--- src/rtl/seq_divider.sv ---
// seq_divider: iterative restoring divider, one quotient bit per cycle; define SEQ_DIVIDER_DBZ_EN for early divide-by-zero exit with a dbz flag
module seq_divider #(
  parameter int N = 8,
  parameter int NUM_OPS = 6,
  localparam int DW = N + $clog2(NUM_OPS)
) (
  input  logic          clk,
  input  logic          rst,
  input  logic          in_valid,
  output logic          in_ready,
  input  logic [DW-1:0] dividend,
  input  logic [N-1:0]  divisor,
  output logic          out_valid,
  input  logic          out_ready,
  output logic [DW-1:0] quotient,
  output logic [N-1:0]  remainder
`ifdef SEQ_DIVIDER_DBZ_EN
  ,
  output logic          dbz
`endif
);
  localparam int CW = $clog2(DW + 1);
  typedef enum logic [1:0] {IDLE, BUSY, DONE} state_t;
  state_t state_q, state_d;
  logic [CW-1:0] count_q, count_d;
  logic [N-1:0] pr_q, pr_d, dvs_q, dvs_d, rem_q, rem_d, diff, pr_nx;
  logic [DW-1:0] sh_q, sh_d, quo_q, quo_d, q_nx;
  logic [N:0] pr_sh;
  logic in_ready_q, in_ready_d, out_valid_q, out_valid_d, dbz_q, dbz_d, borrow, take;
  // partial remainder stays below the divisor, so only a set top bit of the shifted value forces a subtract
  assign pr_sh = {pr_q, sh_q[DW-1]};
  assign {borrow, diff} = {1'b0, pr_sh[N-1:0]} - {1'b0, dvs_q};
  assign take = pr_sh[N] | ~borrow;
  assign pr_nx = take ? diff : pr_sh[N-1:0];
  assign q_nx = {sh_q[DW-2:0], take};
  always_comb begin
    state_d = state_q;
    count_d = count_q;
    pr_d = pr_q;
    sh_d = sh_q;
    dvs_d = dvs_q;
    quo_d = quo_q;
    rem_d = rem_q;
    dbz_d = dbz_q;
    case (state_q)
      IDLE: if (in_valid) begin
        state_d = BUSY;
        sh_d = dividend;
        dvs_d = divisor;
        pr_d = '0;
        count_d = '0;
        dbz_d = 1'b0;
      end
      BUSY: begin
`ifdef SEQ_DIVIDER_DBZ_EN
        if (dvs_q == '0) begin
          state_d = DONE;
          quo_d = '1;
          rem_d = sh_q[N-1:0];
          dbz_d = 1'b1;
        end else begin
`else
        begin
`endif
          pr_d = pr_nx;
          sh_d = q_nx;
          count_d = count_q + 1'b1;
          if (count_q == CW'(DW - 1)) begin
            state_d = DONE;
            quo_d = q_nx;
            rem_d = pr_nx;
          end
        end
      end
      DONE: state_d = out_ready ? IDLE : DONE;
      default: state_d = IDLE;
    endcase
    in_ready_d = state_d == IDLE;
    out_valid_d = state_d == DONE;
  end
  always_ff @(posedge clk) begin
    if (rst) begin
      state_q <= IDLE;
      count_q <= '0;
      pr_q <= '0;
      sh_q <= '0;
      dvs_q <= '0;
      quo_q <= '0;
      rem_q <= '0;
      dbz_q <= 1'b0;
      in_ready_q <= 1'b1;
      out_valid_q <= 1'b0;
    end else begin
      state_q <= state_d;
      count_q <= count_d;
      pr_q <= pr_d;
      sh_q <= sh_d;
      dvs_q <= dvs_d;
      quo_q <= quo_d;
      rem_q <= rem_d;
      dbz_q <= dbz_d;
      in_ready_q <= in_ready_d;
      out_valid_q <= out_valid_d;
    end
  end
  assign in_ready = in_ready_q;
  assign out_valid = out_valid_q;
  assign quotient = quo_q;
  assign remainder = rem_q;
`ifdef SEQ_DIVIDER_DBZ_EN
  assign dbz = dbz_q;
`else
  logic unused_dbz;
  assign unused_dbz = dbz_q;
`endif
endmodule

--- config.mk ---
export PLATFORM = sky130hd
export DESIGN_NAME = seq_divider
export DESIGN_NICKNAME = d
export VERILOG_FILES = /design/src/rtl/seq_divider.sv
export SDC_FILE = /design/constraint.sdc
export NUM_CORES = 1
export LEC_CHECK = 0
export ABC_AREA = 1
export BUFFER_PORTS_ARGS = -buffer_cell sky130_fd_sc_hd__clkbuf_2
export CAP_MARGIN = 40
export CORE_MARGIN = 4
export CORE_UTILIZATION = 34
export DETAILED_ROUTE_END_ITERATION = 8
export GPL_TIMING_DRIVEN = 0
export PLACE_DENSITY = 0.49
export SYNTH_ARGS = -nofsm -noshare
export SYNTH_HDL_FRONTEND = slang
export SYNTH_SLANG_ARGS = --single-unit
--- constraint.sdc ---
create_clock -name clk -period 5.04 [get_ports clk]
set_input_delay 1.008 -clock clk [delete_from_list [all_inputs] [get_ports clk]]
set_output_delay 1.008 -clock clk [all_outputs]
set_load 0.02 [all_outputs]
Yosys cells after proc, flatten, opt, wreduce, memory -nomap -nowiden
Index checks and enable logic that the tools add are counted.
{"block": "totals", "word_cells": 35, "latch_bits": 0, "mem_bits_rw": 0, "in_bits": 23, "ff_bits": 54, "mem_count": 0, "output_inout_bits": 21, "mem_bits_ro": 0}
{"block": "classes", "multipliers": 0, "shifts": 0, "addsub": 2, "n_div": 0, "n_reduce_logical": 6, "n_lt_le_gt_ge": 0, "eq_ne": 5, "mux": 11, "bitwise_logic": 2}
{"cell": "11-bit case mux with 2 select lines", "n": 1}
{"cell": "8-bit two-way mux", "n": 2}
{"cell": "8-bit case mux with 2 select lines", "n": 1}
{"cell": "11-bit two-way mux", "n": 1}
{"cell": "8-bit by 8-bit subtractor with 9-bit output", "n": 1}
{"cell": "4-bit case mux with 2 select lines", "n": 1}
{"cell": "2-bit two-way mux", "n": 3}
{"cell": "2-bit case mux with 3 select lines", "n": 1}
{"cell": "2-bit AND reduction", "n": 3}
{"cell": "4-bit by 1-bit adder with 4-bit output (second input constant)", "n": 1}
{"cell": "2-bit equality test (second input constant)", "n": 2}
{"cell": "4-bit equality test (second input constant)", "n": 1}
{"cell": "2-bit logical NOT", "n": 2}
{"cell": "4-bit two-way mux", "n": 1}
{"cell": "2-bit by 1-bit equality test with 1-bit output (second input constant)", "n": 1}
{"cell": "2-bit != test (second input constant)", "n": 1}
{"cell": "2-bit nonzero test", "n": 1}
{"cell": "1-bit NOT", "n": 1}
{"cell": "1-bit OR", "n": 1}

Depth between registers and ports, before layout
{"block": "depth", "depth_word": 5, "mapped_depth": 14, "mapped_depth_nobuf": 13}

Least setup slack after synthesis
OpenSTA, ideal clock, no wires.
{"block": "synth_timing", "kind": "reg2reg", "from": "register sh_q[10]", "to": "register rem_q[1], in the netlist remainder[1]", "required_ns": 4.925, "setup_ns": 0.115, "synth_period_minus_slack_ns": 1.846, "path_stages_with_launch": 14, "setup_slack_ns": 3.194, "n_path_buf": 1, "arrival_ns": 1.730, "cell_sequence": "dfxtp_1 inv_1 ha_1 inv_1 fa_1 nand2_1 nand2_1 nand3_2 nand3_4 buf_8 nand2_2 o21ai_2 o21ai_0 inv_1"}
{"block": "synth_via", "elab_chain_len": 4}
{"element": "start: declaration", "line_no": "27", "text": "logic [DW-1:0] sh_q, sh_d, quo_q, quo_d, q_nx;"}
{"element": "start signal: assignment", "line_no": "86", "text": "sh_q <= '0;"}
{"element": "start signal: assignment", "line_no": "97", "text": "sh_q <= sh_d;"}
{"element": "8-bit by 8-bit subtractor with 9-bit output (*)", "line_no": "32", "text": "assign {borrow, diff} = {1'b0, pr_sh[N-1:0]} - {1'b0, dvs_q};"}
{"element": "1-bit NOT", "line_no": "33", "text": "assign take = pr_sh[N] | ~borrow;"}
{"element": "1-bit OR", "line_no": "33"}
{"element": "8-bit two-way mux (*)", "line_no": "34", "text": "assign pr_nx = take ? diff : pr_sh[N-1:0];"}
{"element": "end signal: assignment", "line_no": "100", "text": "rem_q <= rem_d;"}
{"element": "end: declaration", "line_no": "26", "text": "logic [N-1:0] pr_q, pr_d, dvs_q, dvs_d, rem_q, rem_d, diff, pr_nx;"}
Mark *: on every way between the ends. The rest lies on a longest branch, timed or not.
A chain may end at the register's enable or synchronous reset.

Worst setup path after layout
{"block": "layout_timing", "from": "register sh_q[10]", "to": "register pr_q[1]"}
{"block": "layout_via", "elab_chain_len": 5}
{"element": "8-bit by 8-bit subtractor with 9-bit output (*)", "line_no": "32"}
{"element": "1-bit NOT", "line_no": "33"}
{"element": "1-bit OR", "line_no": "33"}
{"element": "8-bit two-way mux (*)", "line_no": "34"}
{"element": "8-bit case mux with 2 select lines (*)", "line_no": "45", "text": "case (state_q)"}
{"element": "end signal: assignment", "line_no": "96", "text": "pr_q <= pr_d;"}
{"element": "end: declaration", "line_no": "26"}
Marks and branches as above.

==> flow_summary.toml <==
[clock_network]
clock_sinks = 54
insertion_delay_ps = 310
htreeDepth = 2
numCtsBuffers = 5
clockBufferDepth = 2
clk_pin_slew_worst_paths_ps = 100
clockRootBuffer = "clkbuf_8"
ctsResizeCount = 0
hold_buffers = 0
cts_tree = "yes"
postCtsSetupBuffers = 0

[cells_and_area]
fill_cells = 789
utilization_pct = 41.71
final_area_mm2 = 0.003058
fin_cells = 500
drive_gt1_share_pct = 19.95
area_delta_synth_final_pct = 17.50
antenna-diode-count = 0
finalNetCount = 434

[floorplan]
ioPinCount = 44
die_y_um = 95.49
num_rows = 31
die_x_um = 95.49
coreArea_mm2 = 0.007331
die-area_mm2 = 0.009118
start_util_pct = 35.50

[setup_path]
cp-endpoint = "pr_q[1]"
max_stage_delay_ps = 400
crit_slowest_cell = "fa_1"
r2r_end = "pr_q[1]"
worstPathCellList = "inv_1, ha_1, inv_1, fa_1, nand2_1, nand2_1, nand3_2, nand3_4, buf_8, o21ai_2, nand2_1, a21oi_2"
reg2reg_slack_ps = 2990
r2r_start = "sh_q[10]"
cp-end-kind = "flop"
crit_arrival_ps = 2290
reg2reg_depth = 12
timing_worst_setup_path_type = "reg -> reg"
path_common_cell = "nand2_1"
critPathLaunchType = "flop"
path_max_fanout = 10
worstPathRequired_ps = 5280
cp-startpoint = "sh_q[10]"

[global_route]
grt_pass1_vias = 2159
grt_max_degree = 18
grt_pass1_wl_um = 10500
globalRoute.totalOverflow = 0
grt_usage_pct = 14.83
antenna_found_initial = 0

[timing]
clock.fmax_mhz = 486.8
setup_violations = 0
slew_headroom_pct = 59.90
hold_ws_ps = 464.9
tns_ps = 0
skew_ps = 12.24
setup_ws_ps = 2986
tightest_slew_ps = 601.5
finalCriticalPeriod_ps = 2054
period_share_pct = 40.75
hold_viol_final = 0
rsz0062_at_grt = "false"
slew_violations = 0

[logic_synthesis]
netlist.area_leader.share_pct = 41.54
yosys_warnings = 0
synthTopCellsByArea = "dfxtp_1 (42%), nand2_1 (11%), inv_1 (7.9%), o21ai_0 (5.6%), ha_1 (4.8%)"
synth.avg_cell_area_um2 = 7.415
synth_commonest_cells = "nand2_1 (78), inv_1 (55), dfxtp_1 (54), nor2_1 (31), o21ai_0 (29)"
synth_most_common_cell = "nand2_1"
synth_top_area_cell = "dfxtp_1"
synth-edff-count = 0
synth_flop_cell = "dfxtp_1"
yosysUniqueCellTypes = 34
syn_nets = 385
synth-seq-area-share_pct = 41.54
async_flop_share_pct = 0
synth-seq-cells = 54
netlist_area_mm2 = 0.002602
synthCells = 351

[run_status]
status = "complete, no violations"

[placed_design]
dpl_cell_area_mm2 = 0.002937
post-place-ws_ps = 2735
portBuffers = 42
detailed_place_hpwl_um = 4954
place.gp.congestion = 0.7491
dp_cells = 492

[pwr]
total_power_mw = 1.008
peakVddDrop_mv = 0.1854
p_leak_nw = 1.448
powerDensity_mw_per_mm2 = 329.5

[routing]
via_per_inst = 4.590
drc = 0
wl_per_cell_um = 12.76
drtIter0Drc = 64
vias = 2295
drtPass1Iterations = 4
routed_wl_um = 6378
postRouteAntennaNets = 0

[min_path]
hp-class = "reg -> reg"
whs_path_depth = 2

[run]
maxCapViolCount = 0
## state kept, by name, indices dropped and copies added (netlist names)
name	flops
in_ready	1
state_q	2
dvs_q	8
sh_q	11
quotient	11
out_valid	1
pr_q	8
count_q	4
remainder	8
## how the worst min path moves through the flow
stage | start | endpoint | slack, ps
3_5_place_dp | dvs_q[3] | dvs_q[3] | 460
3_3_place_gp | dvs_q[3] | dvs_q[3] | 460
4_1_cts | dvs_q[3] | dvs_q[3] | 470
6_report | dvs_q[3] | dvs_q[3] | 460
2_1_floorplan | dvs_q[5] | dvs_q[5] | 430
5_1_grt | pr_q[7] | pr_q[7] | 490
## placed cells by master (no fill, tap or decap), types with 2 or more instances in the layout
cell and count:
inv_1 55, xor2_1 2, o21ai_2 5, nand2_1 78, nand3b_1 2, nand2_2 5
nor2_1 31, clkbuf_8 6, a21oi_1 24, ha_1 10, o21ai_0 29, clkbuf_1 7
a31oi_1 4, dfxtp_1 54, buf_4 2, buf_2 4, o221ai_1 4, nand3_2 3
nand4_1 4, o211ai_1 2, o21a_1 2, clkinv_1 2, nand3_1 6, clkbuf_2 42
a21oi_2 5
## layout make-up
type                            count  area (µm²)  share of cell area (%)
Buffer                             14       76.32                   2.496
Clock buffer                        6       82.58                   2.700
Clock inverter                      2       38.79                   1.268
Inverter                           57       214.0                   6.997
Multi-Input combinational cell    226        1231                   40.26
Sequential cell                    54        1081                   35.35
Tap cell                           99       123.9                   4.051
Timing Repair Buffer               42       210.2                   6.874
## metal layers
layer	share of wire (%)	vias to the layer above	GRT usage, %
met5	0	-	0
met4	0.82	0	3.555
met3	5.0	4	2.920
met2	47	42	24.96
met1	47	1028	19.52
li1	-	1221	-
## cells by family (layout without fill, tap and decap cells)
kind of cell,count (synthesis),count (layout),synth area share [%]
AO/OA/AOI/OAI,78,78,18.27
XOR/XNOR,3,3,1.010
adder cells (fa/ha/maj),11,11,5.577
buffers and inverters,71,121,11.15
flip-flops,54,54,41.54
AND/OR/NAND/NOR,134,134,22.45
## worst max-delay path, delay by kind of cell (launching register included)
family                   cells  cell delay, ps
adder cells (fa/ha/maj)      2             540
AO/OA/AOI/OAI                2             270
AND/OR/NAND/NOR              5             540
buffers and inverters        3             300
flip-flops                   1             320
## power by group
part           switching (mW)  internal [mW]
sequential             0.0116          0.446
combinational           0.150         0.0887
clock                   0.148          0.164
(Power assumes the default switching activity.)
